<file path="src/rtl/color_classifier_pkg.sv">
// Shared encodings for the colour-sensor front end: filter-select codes,
// published colour codes, scan FSM states and the channel classifier.
package color_pkg;

  localparam logic [1:0] RED_FILTER   = 2'd0;
  localparam logic [1:0] BLUE_FILTER  = 2'd1;
  localparam logic [1:0] CLEAR_FILTER = 2'd2;
  localparam logic [1:0] GREEN_FILTER = 2'd3;

  localparam logic [1:0] NONE  = 2'd0;
  localparam logic [1:0] RED   = 2'd1;
  localparam logic [1:0] GREEN = 2'd2;
  localparam logic [1:0] BLUE  = 2'd3;

  typedef enum logic [1:0] {IDLE, SETTLE, COUNT, EVAL} state_t;

  // Exactly one high channel names a colour; white, black or two-high is NONE.
  function automatic logic [1:0] classify(input logic hi_r, input logic hi_g, input logic hi_b);
    case ({hi_r, hi_g, hi_b})
      3'b100:  return RED;
      3'b010:  return GREEN;
      3'b001:  return BLUE;
      default: return NONE;
    endcase
  endfunction

endpackage

</file>
<file path="src/rtl/color_classifier_edge_counter.sv">
// Synchronises the sensor frequency output, detects rising edges and counts
// them in a saturating counter; count_next already includes this cycle's edge.
module edge_counter #(
  parameter int COUNT_W = 14
) (
  input  logic               clk_1MHz,
  input  logic               rst,
  input  logic               sig_async,
  input  logic               clear,
  input  logic               count_en,
  output logic [COUNT_W-1:0] count_next
);

  logic [1:0]         sync_reg;
  logic               prev_reg;
  logic               rise;
  logic [COUNT_W-1:0] count_reg;

  always_ff @(posedge clk_1MHz or posedge rst) begin
    if (rst) begin
      sync_reg <= 2'b00;
      prev_reg <= 1'b0;
    end else begin
      sync_reg <= {sync_reg[0], sig_async};
      prev_reg <= sync_reg[1];
    end
  end

  assign rise = sync_reg[1] & ~prev_reg;

  always_comb begin
    count_next = count_reg;
    if (count_en && rise && (count_reg != '1))
      count_next = count_reg + 1'b1;
  end

  always_ff @(posedge clk_1MHz or posedge rst) begin
    if (rst)        count_reg <= '0;
    else if (clear) count_reg <= '0;
    else            count_reg <= count_next;
  end

endmodule

</file>
<file path="src/rtl/color_classifier.sv">
// TCS3200-style colour front end: scans red/green/blue filters, classifies the
// window counts and publishes a debounced colour. Optional: COLOR_ONESHOT_EN.
module color_classifier
  import color_pkg::*;
#(
  parameter int         WINDOW_CYCLES = 10000,
  parameter int         SETTLE_CYCLES = 100,
  parameter int         COUNT_W       = 14,
  parameter int         THRESH        = 100,
  parameter int         CONFIRM       = 2,
  parameter int         ARM_CYCLES    = 1000000,
  parameter logic [1:0] SCALER        = 2'd2
) (
  input  logic               clk_1MHz,
  input  logic               rst,
  input  logic               cs_out,
  input  logic               en,
  output logic [1:0]         filter,
  output logic [1:0]         cs_scaler,
  output logic [1:0]         color,
  output logic               color_valid,
  output logic [COUNT_W-1:0] red_cnt,
  output logic [COUNT_W-1:0] green_cnt,
  output logic [COUNT_W-1:0] blue_cnt
);

  localparam int TMR_MAX = (WINDOW_CYCLES > SETTLE_CYCLES) ? WINDOW_CYCLES : SETTLE_CYCLES;
  localparam int TMR_W   = $clog2(TMR_MAX + 1);
  localparam int ARM_W   = $clog2(ARM_CYCLES + 1);

  localparam logic [TMR_W-1:0]   SETTLE_LAST = TMR_W'(SETTLE_CYCLES - 1);
  localparam logic [TMR_W-1:0]   WINDOW_LAST = TMR_W'(WINDOW_CYCLES - 1);
  localparam logic [ARM_W-1:0]   ARM_MAX     = ARM_W'(ARM_CYCLES);
  localparam logic [COUNT_W-1:0] THRESH_C    = COUNT_W'(THRESH);
  localparam logic [3:0]         CONFIRM_C   = 4'(CONFIRM);

  state_t             state_reg;
  logic [TMR_W-1:0]   timer_reg;
  logic [ARM_W-1:0]   arm_reg;
  logic [3:0]         conf_reg;
  logic [3:0]         conf_next;
  logic [1:0]         prev_cand_reg;
  logic [1:0]         cand;
  logic [1:0]         filter_reg;
  logic [1:0]         color_reg;
  logic               color_valid_reg;
  logic [COUNT_W-1:0] red_cnt_reg;
  logic [COUNT_W-1:0] green_cnt_reg;
  logic [COUNT_W-1:0] blue_cnt_reg;
  logic [COUNT_W-1:0] win_total;
  logic               counting;
  logic               blocked;
  logic               do_update;

  assign counting = (state_reg == COUNT);

  edge_counter #(
    .COUNT_W (COUNT_W)
  ) u_edge_counter (
    .clk_1MHz   (clk_1MHz),
    .rst        (rst),
    .sig_async  (cs_out),
    .clear      (!counting),
    .count_en   (counting),
    .count_next (win_total)
  );

  assign cand = classify(red_cnt_reg >= THRESH_C, green_cnt_reg >= THRESH_C,
                         blue_cnt_reg >= THRESH_C);

  always_comb begin
    conf_next = 4'd1;
    if (cand == prev_cand_reg)
      conf_next = (conf_reg == 4'hF) ? conf_reg : conf_reg + 4'd1;
  end

  assign do_update = (state_reg == EVAL) && en && (cand != NONE) &&
                     (conf_next >= CONFIRM_C) && (arm_reg >= ARM_MAX) &&
                     (cand != color_reg) && !blocked;

`ifdef COLOR_ONESHOT_EN
  // One colour update per en-high interval; dropping en re-opens the gate.
  logic lock_reg;

  always_ff @(posedge clk_1MHz or posedge rst) begin
    if (rst)            lock_reg <= 1'b0;
    else if (!en)       lock_reg <= 1'b0;
    else if (do_update) lock_reg <= 1'b1;
  end

  assign blocked = lock_reg;
`else
  assign blocked = 1'b0;
`endif

  always_ff @(posedge clk_1MHz or posedge rst) begin
    if (rst)                    arm_reg <= '0;
    else if (!en)               arm_reg <= '0;
    else if (arm_reg != ARM_MAX) arm_reg <= arm_reg + 1'b1;
  end

  always_ff @(posedge clk_1MHz or posedge rst) begin
    if (rst) begin
      state_reg       <= IDLE;
      timer_reg       <= '0;
      filter_reg      <= RED_FILTER;
      conf_reg        <= '0;
      prev_cand_reg   <= NONE;
      color_reg       <= NONE;
      color_valid_reg <= 1'b0;
      red_cnt_reg     <= '0;
      green_cnt_reg   <= '0;
      blue_cnt_reg    <= '0;
    end else begin
      color_valid_reg <= 1'b0;
      if (!en) begin
        // Abandon the round; published counts and colour are kept.
        state_reg     <= IDLE;
        timer_reg     <= '0;
        filter_reg    <= RED_FILTER;
        conf_reg      <= '0;
        prev_cand_reg <= NONE;
      end else begin
        case (state_reg)
          IDLE: begin
            state_reg  <= SETTLE;
            timer_reg  <= '0;
            filter_reg <= RED_FILTER;
          end
          SETTLE: begin
            if (timer_reg == SETTLE_LAST) begin
              state_reg <= COUNT;
              timer_reg <= '0;
            end else begin
              timer_reg <= timer_reg + 1'b1;
            end
          end
          COUNT: begin
            if (timer_reg == WINDOW_LAST) begin
              timer_reg <= '0;
              case (filter_reg)
                RED_FILTER: begin
                  red_cnt_reg <= win_total;
                  filter_reg  <= GREEN_FILTER;
                  state_reg   <= SETTLE;
                end
                GREEN_FILTER: begin
                  green_cnt_reg <= win_total;
                  filter_reg    <= BLUE_FILTER;
                  state_reg     <= SETTLE;
                end
                default: begin
                  blue_cnt_reg <= win_total;
                  state_reg    <= EVAL;
                end
              endcase
            end else begin
              timer_reg <= timer_reg + 1'b1;
            end
          end
          EVAL: begin
            state_reg  <= SETTLE;
            timer_reg  <= '0;
            filter_reg <= RED_FILTER;
            // A NONE round holds both the streak and the published colour.
            if (cand != NONE) begin
              conf_reg      <= conf_next;
              prev_cand_reg <= cand;
            end
            if (do_update) begin
              color_reg       <= cand;
              color_valid_reg <= 1'b1;
            end
          end
          default: state_reg <= IDLE;
        endcase
      end
    end
  end

  assign filter      = filter_reg;
  assign cs_scaler   = SCALER;
  assign color       = color_reg;
  assign color_valid = color_valid_reg;
  assign red_cnt     = red_cnt_reg;
  assign green_cnt   = green_cnt_reg;
  assign blue_cnt    = blue_cnt_reg;

endmodule

</file>
<file path="config.mk">
export PLATFORM = sky130hd
export DESIGN_NAME = color_classifier
export DESIGN_NICKNAME = d
export VERILOG_FILES = /design/src/rtl/color_classifier_pkg.sv /design/src/rtl/color_classifier_edge_counter.sv /design/src/rtl/color_classifier.sv
export SDC_FILE = /design/constraint.sdc
export NUM_CORES = 1
export LEC_CHECK = 0
export CAP_MARGIN = 10
export CORE_MARGIN = 2
export CORE_UTILIZATION = 30
export DETAILED_ROUTE_END_ITERATION = 10
export GPL_TIMING_DRIVEN = 0
export PLACE_DENSITY = 0.53
export SYNTH_ARGS = -nofsm -noshare
export SYNTH_HDL_FRONTEND = slang
export SYNTH_SLANG_ARGS = --single-unit
</file>
<file path="constraint.sdc">
create_clock -name clk_1MHz -period 10.1 [get_ports clk_1MHz]
set_input_delay 2.02 -clock clk_1MHz [delete_from_list [all_inputs] [get_ports clk_1MHz]]
set_output_delay 2.02 -clock clk_1MHz [all_outputs]
set_load 0.05 [all_outputs]
</file>
==> impl_metrics.toml <==
[die]
core_area_sq_mm = 0.0167
dieArea_sq_mm = 0.0183
dieWidth_um = 135
io_pins = 53
initial_utilization_pct = 30.9
rows = 47
die_height_um = 135

[critical_path]
crit_arrival_ns = 1.66
cp_data_required_time_ns = 8.08
path_class = "reg2out"
cp_num_buf_inv = 1
crit_fanout = 8
worstSetupEndpointType = "output pin"
max_stage_delay_ns = 0.84
cp-startpoint = "color[0]$_DFFE_PP0P_"
crit_chain = "clkdlybuf4s50_1"
cp-start-kind = "flip-flop"
cp_top_family = "buffers and inverters"
critPathSlowestCell = "clkdlybuf4s50_1"
r2r-start = "blue_cnt[2]$_DFFE_PP0P_"

[clock_tree]
cts_root_buf = "clkbuf_16"
htree_num_levels = 3
post-cts-setup-buffer-count = 0
clkTransAtPathRegs_ns = 0.07
hold_buffers = 0
clock_sinks = 106
cts_tree = "done"
post_cts_resized = 0
clk_latency_ns = 0.36
clockBufferDepth = 2
numCtsBuffers = 9

[sta]
clock_skew_ns = 0.0100
drv_slew = 0
post-route-period-util_pct = 36.4
finalSetupTns_ns = 0
worst_slack_ns = 6.42
setup-violations-final = 0
finalHoldViolations = 0
holdWs_ns = 0.350
post-route-min-period_ns = 3.68
worst_pin_slew_ns = 0.596
slew_headroom_pct = 60.3
fmax_ghz = 0.272
rsz0062_at_grt = "no"

[synthesis]
synth_edf_count = 0
ys_top_cells_by_count = "dfrtp_1, nand2_1, nor2_1"
yosys_register_bits = 106
yosysUniqueCellTypes = 54
synth_compound_area_share_pct = 10.7
synth_top_family_by_area = "simple AND/OR/NAND/NOR gates"
synth_area_leaders = "dfrtp_1, nand2_1, o21ai_0"
synth_nets = 546
yosysSeqAreaShare_pct = 51.4
synthFlopType = "dfrtp_1"
yosysWarningCount = 0
synth_fa_ha_area_share_pct = 2.67
syn_area_sq_mm = 0.00516
synth_xor_area_share_pct = 6.95
synth_most_common_cell = "dfrtp_1"
avgSynthCellArea_sq_um = 9.72
synth_top_cell_area_share_pct = 51.4
synth_area_leader_cell = "dfrtp_1"
synthSimpleGateAreaFrac_pct = 23.6
synthMuxAreaShare_pct = 1.67
async_flop_share_pct = 100
synth_cells = 531

[global_route]
grt_pass1_vias = 3809
gr-total-overflow = 0
grt_pass1_wl_um = 19800
antenna_found_initial = 0
grt_usage_pct = 13.9
grt_max_degree = 65

[routing]
vias = 3990
wl_per_cell_um = 14.8
firstDrtPassIters = 4
drcViolationCount = 0
detail-route-antenna-nets = 0
finalWirelength_um = 12100
first_iter_violations = 287
vias_per_cell = 4.88

[finish]
final_nets = 608
largest_register_ffs = 20
diodes = 0
drive_gt1_share_pct = 6.86
fillers = 1666
fin_area_sq_mm = 0.00628
area_growth_pct = 21.7

[power_and_ir_drop]
leakagePower_nw = 2.55
finalPower_w = 0.000880
power.density_mw_per_mm2 = 140
peakVddDrop_mv = 0.0848

[worst_hold_path]
hold_path_class = "reg2reg"
min_from = "u_edge_counter.sync_reg[0]$_DFF_PP0_"

[placement]
dp_slack_ns = 6.26
dp_hpwl_um = 8760
place.port_buffers = 50
dpl_cell_area_sq_mm = 0.00597
gp_congestion = 0.841

[job]
max_cap_violations = 0

[outcome]
status = "completed"
metrics by stage:
| step | cells | utilization [%] |
|---|---|---|
| 6_report | 818 | 37.6 |
| 5_1_grt | 818 | 37.6 |
| 4_1_cts | 818 | 37.6 |
| 3_5_place_dp | 802 | 35.7 |
| 3_3_place_gp | 801 | 35.6 |
| 2_1_floorplan | 531 | - |
power breakdown:
group          internal, W  switching, W  leakage (nW)
clock             0.000197      0.000172         0.151
combinational    0.0000257     0.0000466         0.932
sequential        0.000431    0.00000771          1.47
cell usage in the layout, fill, tap and decap left out, types with 12 or more instances in the layout:
master | Yosys | routed
xnor2_1 | 19 | 19
nand3_1 | 19 | 19
dfrtp_1 | 106 | 106
nor2_1 | 49 | 49
a21oi_1 | 15 | 15
xor2_1 | 22 | 22
nand2_1 | 76 | 76
o21ai_0 | 48 | 48
clkdlybuf4s50_1 | 0 | 50
nor3_1 | 12 | 12
clkbuf_1 | 13 | 13
inv_1 | 14 | 13
nand4_1 | 14 | 14
nor2b_1 | 16 | 16
worst paths after layout:
kind / to / slack, ns / cells past startpoint
max: color[0] / 6.42 / 1
min: u_edge_counter.sync_reg[1]$_DFF_PP0_ / 0.35 / 0
max reg2reg: color[0]$_DFFE_PP0P_ / 7.57 / 6
min reg2reg: u_edge_counter.sync_reg[1]$_DFF_PP0_ / 0.35 / 0
max in group asynchronous: arm_reg[11]$_DFFE_PP0P_ / 7.32 / 3
min in group asynchronous: red_cnt[0]$_DFFE_PP0P_ / 2.06 / 2
metal layers:
layer  GRT usage (%)  part of all wire [%]  vias up
met1            19.2                    48     1926
met4            6.83                   2.6        0
li1                -                     -     1969
met3            1.83                   3.2       18
met2            21.6                    46       77
met5               0                     0        -
cell type report:
cell class                 count  area [sq um]  share of cell area [%]
sequential                   106          2650                    42.2
multi-input combinational    391          2360                    37.6
timing repair buffer          51           528                    8.40
tap                          220           275                    4.38
clock buffer                   9           225                    3.58
buffer                        20          95.1                    1.51
clock inverter                 7          87.6                    1.39
inverter                      14          55.1                   0.876
kinds of logic after synthesis:
logic type               Yosys count
buffers and inverters             34
other                              2
flip-flops                       106
AND/OR/NAND/NOR                  239
adder cells (fa/ha/maj)           11
AO/OA/AOI/OAI                     90
multiplexers                       8
XOR/XNOR                          41
Note: power is estimated with default switching activity, not from simulation.
